File: config.mk
export PLATFORM = sky130hd
export DESIGN_NAME = bcd_updown_counter
export DESIGN_NICKNAME = d
export VERILOG_FILES = /design/src/rtl/bcd_updown_counter.sv
export SDC_FILE = /design/constraint.sdc
export NUM_CORES = 1
export LEC_CHECK = 0
export ABC_AREA = 0
export ABC_CLOCK_PERIOD_IN_PS = 2210
export BUFFER_PORTS_ARGS = -buffer_cell sky130_fd_sc_hd__buf_2
export CAP_MARGIN = 20
export CORE_MARGIN = 5
export CORE_UTILIZATION = 52
export DETAILED_ROUTE_END_ITERATION = 16
export PLACE_DENSITY = 0.78
export SETUP_SLACK_MARGIN = 0.05
export SYNTH_ARGS = -nofsm -noshare
export SYNTH_HDL_FRONTEND = slang
export SYNTH_SLANG_ARGS = --single-unit
File: constraint.sdc
create_clock -name clk -period 2.21 [get_ports clk]
set_input_delay 0.442 -clock clk [delete_from_list [all_inputs] [get_ports clk]]
set_output_delay 0.442 -clock clk [all_outputs]
set_load 0.01 [all_outputs]
File: src/rtl/bcd_updown_counter.sv
// Multi-digit BCD up/down counter with parallel load, wrap or saturate at the boundaries.
// Latency: one clk edge from inputs to count/tc/err. No backpressure; a step is taken on every enabled edge.
module bcd_updown_counter #(
    parameter int DIGITS = 3,
    parameter int WRAP   = 1
) (
    input  logic                  clk,
    input  logic                  rst_n,
    input  logic                  en,
    input  logic                  up,
    input  logic                  load,
    input  logic [4*DIGITS-1:0]   load_val,
    output logic [4*DIGITS-1:0]   count,
    output logic                  tc,
    output logic                  err
);

    logic [4*DIGITS-1:0] count_q, count_d;
    logic                tc_q, tc_d;
    logic                err_q, err_d;

    logic [4*DIGITS-1:0] step_cnt;
    logic [3:0]          dig;
    logic [3:0]          nxt;
    logic                carry;
    logic                load_bad;
    logic                all_nine;
    logic                all_zero;
    logic                boundary;

    always_comb begin
        count_d  = count_q;
        tc_d     = 1'b0;
        err_d    = 1'b0;
        step_cnt = count_q;
        dig      = 4'd0;
        nxt      = 4'd0;
        carry    = 1'b1;
        load_bad = 1'b0;
        all_nine = 1'b1;
        all_zero = 1'b1;
        boundary = 1'b0;

        for (int i = 0; i < DIGITS; i++) begin
            if (load_val[i*4 +: 4] > 4'd9) load_bad = 1'b1;
            if (count_q[i*4 +: 4] != 4'd9) all_nine = 1'b0;
            if (count_q[i*4 +: 4] != 4'd0) all_zero = 1'b0;
        end

        // Ripple the carry/borrow through the digits; digits past the first non-rolling one stay put.
        for (int i = 0; i < DIGITS; i++) begin
            dig = count_q[i*4 +: 4];
            nxt = dig;
            if (carry) begin
                if (up) begin
                    if (dig == 4'd9) begin
                        nxt = 4'd0;
                    end else begin
                        nxt   = dig + 4'd1;
                        carry = 1'b0;
                    end
                end else begin
                    if (dig == 4'd0) begin
                        nxt = 4'd9;
                    end else begin
                        nxt   = dig - 4'd1;
                        carry = 1'b0;
                    end
                end
            end
            step_cnt[i*4 +: 4] = nxt;
        end

        boundary = up ? all_nine : all_zero;

        if (load) begin
            if (load_bad) begin
                err_d = 1'b1;
            end else begin
                count_d = load_val;
            end
        end else if (en) begin
            if (boundary) begin
                tc_d    = 1'b1;
                count_d = (WRAP != 0) ? step_cnt : count_q;
            end else begin
                count_d = step_cnt;
            end
        end
    end

    // Deassertion is expected away from the clk edge; the first edge after release counts.
    always_ff @(posedge clk or negedge rst_n) begin
        if (!rst_n) begin
            count_q <= '0;
            tc_q    <= 1'b0;
            err_q   <= 1'b0;
        end else begin
            count_q <= count_d;
            tc_q    <= tc_d;
            err_q   <= err_d;
        end
    end

    assign count = count_q;
    assign tc    = tc_q;
    assign err   = err_q;

endmodule

==> summary.txt <==
Logic synthesis
  – Mux share of post-synthesis cell area: 7.06%
  – Seq cells post-synth: 14
  – Synth Area in XOR/XNOR: 2.86%
  – Synth Area in Compound Gates: between 20% and 30%
  – Post-synth cell types: 53
  – Mapped cell area: ~1200 sq um
  – Simple logic cell fraction of the synthesized area: 27.9%
  – Dominant cell type by area after synthesis: dfrtp_1
  – Synthesized instance count: 153
  – Mapped Avg Cell Area: about 8 sq um
  – Dominant synthesized flop cell: dfrtp_1
  – Largest family of logic cells by synthesized area: simple AND/OR/NAND/NOR gates
  – Post-synthesis adder-cell area fraction: 0%
  – Synth top area cells: dfrtp_1, nor2_1, o21ai_0
  – Syn. warnings: 0
  – Post-synth top area share: between 20% and 30%
  – Ys async rst share: 100%
  – Syn_nets: between 150 and 200
  – Sequential share of the synthesized area: 28.6%
  – Number of flops mapped to enable cells by yosys: 0

Clock tree
  – Max clock buf depth: 2
  – Clock transition at the registers of the reported paths: about 0.090 ns
  – Clock sink count: 14
  – Root Buffer: clkbuf_4
  – CTS tree: done
  – Setup bufs post-CTS: 0
  – Hold Buf Count CTS: 0
  – H-tree depth: 1
  – TritonCTS Buffers: 3
  – Post_cts resized: 0
  – Skew-Pair Late Insertion Delay: around 0.28 ns

STA
  – Setup Viol. Count Final: 0
  – Final min period: approximately 1.8 ns
  – RSZ-0062 raised after global routing: no
  – F_max: approximately 550 MHz
  – Fin worst setup slack: around 0.4 ns
  – Final hold violation count: 0
  – Post-route setup TNS: 0 ns
  – Hold slack: 0.0372 ns
  – Fin. max-slew vios: 0
  – Max-slew headroom: around 57%
  – Period utilisation layout: roughly 80%
  – Least-Margin Pin Slew: 0.641 ns
  – Clock Skew: 0.00799 ns

Die
  – Die Y: 58.5 um
  – Die W: 58.5 um
  – Initial Utilization: a little over half
  – Die area: ~3400 sq um
  – CORE AREA: 2230 sq um
  – Row count: 17
  – Ports: 31

Hold path
  – HP Class: input pin to async pin

GRT
  – Residual overflow from global routing: 0
  – First-pass GRT wire length: between 5 and 6 mm
  – Initial antenna violation count: 0
  – Pin count of the biggest net entering global routing: 27
  – Gr usage total: approximately a fifth
  – Number of global-route vias before repair: approximately 1200

Worst setup path
  – Crit path max fanout: 17
  – Critical Path AT: around 2 ns
  – Startpoint types: register
  – Crit path required time: 2.38 ns
  – CP endpoint kind: register
  – Setup CP Type: register to register

Drt
  – Vias: roughly 1300
  – Vias per std cell: 6.39
  – 1st-iter DRT viols: 56
  – Total Wirelength: between 3 and 4 mm
  – TritonRoute pass-1 iters: 5
  – ANT nets after route: 0
  – Wire length per cell: 15.7 um
  – Residual DRC: 0

Power and ir drop
  – Power per Cell Area: 982 nW/um^2
  – Final Power: 1.33 mW
  – Worst-case vdd ir drop: about 0.75 mV
  – Leak: 0.616 nW

Final layout
  – Antenna cells: 0
  – Synth-to-layout area growth: 10.7%
  – NumNets Final: 192
  – FILL cells: 210
  – Share of cells above drive strength 1: around 24%

Run
  – Max-capacitance violation count: 0

Placement
  – GPL Wtd Cong: a little over 0.8
  – PortBufs: 30
  – DP Wirelength: about 2.3 mm
  – Pre-CTS setup slack: ~0.26 ns

Run status
  – Status: finished, final reports clean
[per-stage QoR]
step	cells	util, %	area [sq um]
final	201	60.7	1360
after global routing	201	60.7	1360
after CTS	201	60.7	1360
after detailed placement	198	59.7	1330
after global placement	198	59.7	1330
after floorplan	153	-	1220
[worst max-delay path, stage by stage, from the launching register on]
cell,delay (ns)
dfrtp_1,0.55
nor3_2,0.36
o211ai_2,0.16
o21ai_2,0.27
mux2_2,0.36
[final timing paths]
| check | start | endpoint | slack (ns) | cells past startpoint |
|---|---|---|---|---|
| max | count[0] | count[11] | 0.40 | 4 |
| min | rst_n | count[3] | 0.04 | 1 |
| max reg2reg | count[0] | count[11] | 0.40 | 4 |
| min reg2reg | count[2] | count[2] | 0.68 | 2 |
| max in group asynchronous | rst_n | count[10] | 1.92 | 1 |
| min in group clk | load_val[4] | count[4] | 0.44 | 3 |
[cells in the final DEF (no fill, tap or decap), drive strengths merged, types with 2 or more instances in the layout]
| cell | count |
|---|---|
| and2 | 2 |
| and3b | 2 |
| nor4 | 2 |
| nor2 | 14 |
| xnor2 | 2 |
| a21oi | 5 |
| xor2 | 2 |
| inv | 6 |
| a32oi | 2 |
| o31ai | 4 |
| and3 | 4 |
| o211a | 2 |
| nor2b | 4 |
| nand2 | 11 |
| dfrtp | 14 |
| o211ai | 2 |
| mux2 | 5 |
| buf | 31 |
| a21o | 2 |
| o21ai | 12 |
| mux2i | 3 |
| nand3 | 4 |
| nand4 | 3 |
| nor3 | 8 |
| a31oi | 5 |
| clkbuf | 3 |
[cell families after synthesis]
| logic type | Yosys count |
|---|---|
| AND/OR/NAND/NOR | 63 |
| AO/OA/AOI/OAI | 43 |
| buffers and inverters | 21 |
| flip-flops | 14 |
| multiplexers | 8 |
| XOR/XNOR | 4 |
[cell type report]
| class | instances | area, sq um | share of cell area (%) |
|---|---|---|---|
| Clock buffer | 3 | 22.5 | 1.66 |
| Inverter | 7 | 26.3 | 1.94 |
| Multi-Input combinational cell | 118 | 763 | 56.3 |
| Sequential cell | 14 | 350 | 25.9 |
| Tap cell | 28 | 35.0 | 2.59 |
| Timing Repair Buffer | 31 | 158 | 11.6 |
[sequential cells by signal, summed over array words and instances (netlist names)]
name and count:
err 1, tc 1, count 12
[power breakdown]
part / total [mW] / switching, mW / internal (mW) / leakage [nW]
registers: 0.573 / 0.234 / 0.339 / 0.167
logic: 0.608 / 0.306 / 0.303 / 0.436
clock network: 0.150 / 0.0863 / 0.0633 / 0.0138
total: 1.33 / 0.627 / 0.705 / 0.616
[Yosys cell counts (all sizes together) (2+ instances only)]
master  instances
a21o            2
a21oi           5
a31oi           5
a32oi           2
and2            2
and3            4
and3b           2
buf             5
clkbuf          9
dfrtp          14
inv             6
mux2            5
mux2i           3
nand2          11
nand3           4
nand4           3
nor2           14
nor2b           4
nor3            8
nor4            2
o211a           2
o211ai          2
o21ai          12
o31ai           4
xnor2           2
xor2            2
[routing by layer]
metal  global-route usage [%]  wire (um)  vias to the layer above
met3                     3.73        232                        6
met4                     6.62         40                        0
li1                         -          -                      606
met1                     26.1       1360                      607
met5                        0          0                        -
met2                     31.9       1510                       65
Note: power is estimated with default switching activity, not from simulation.
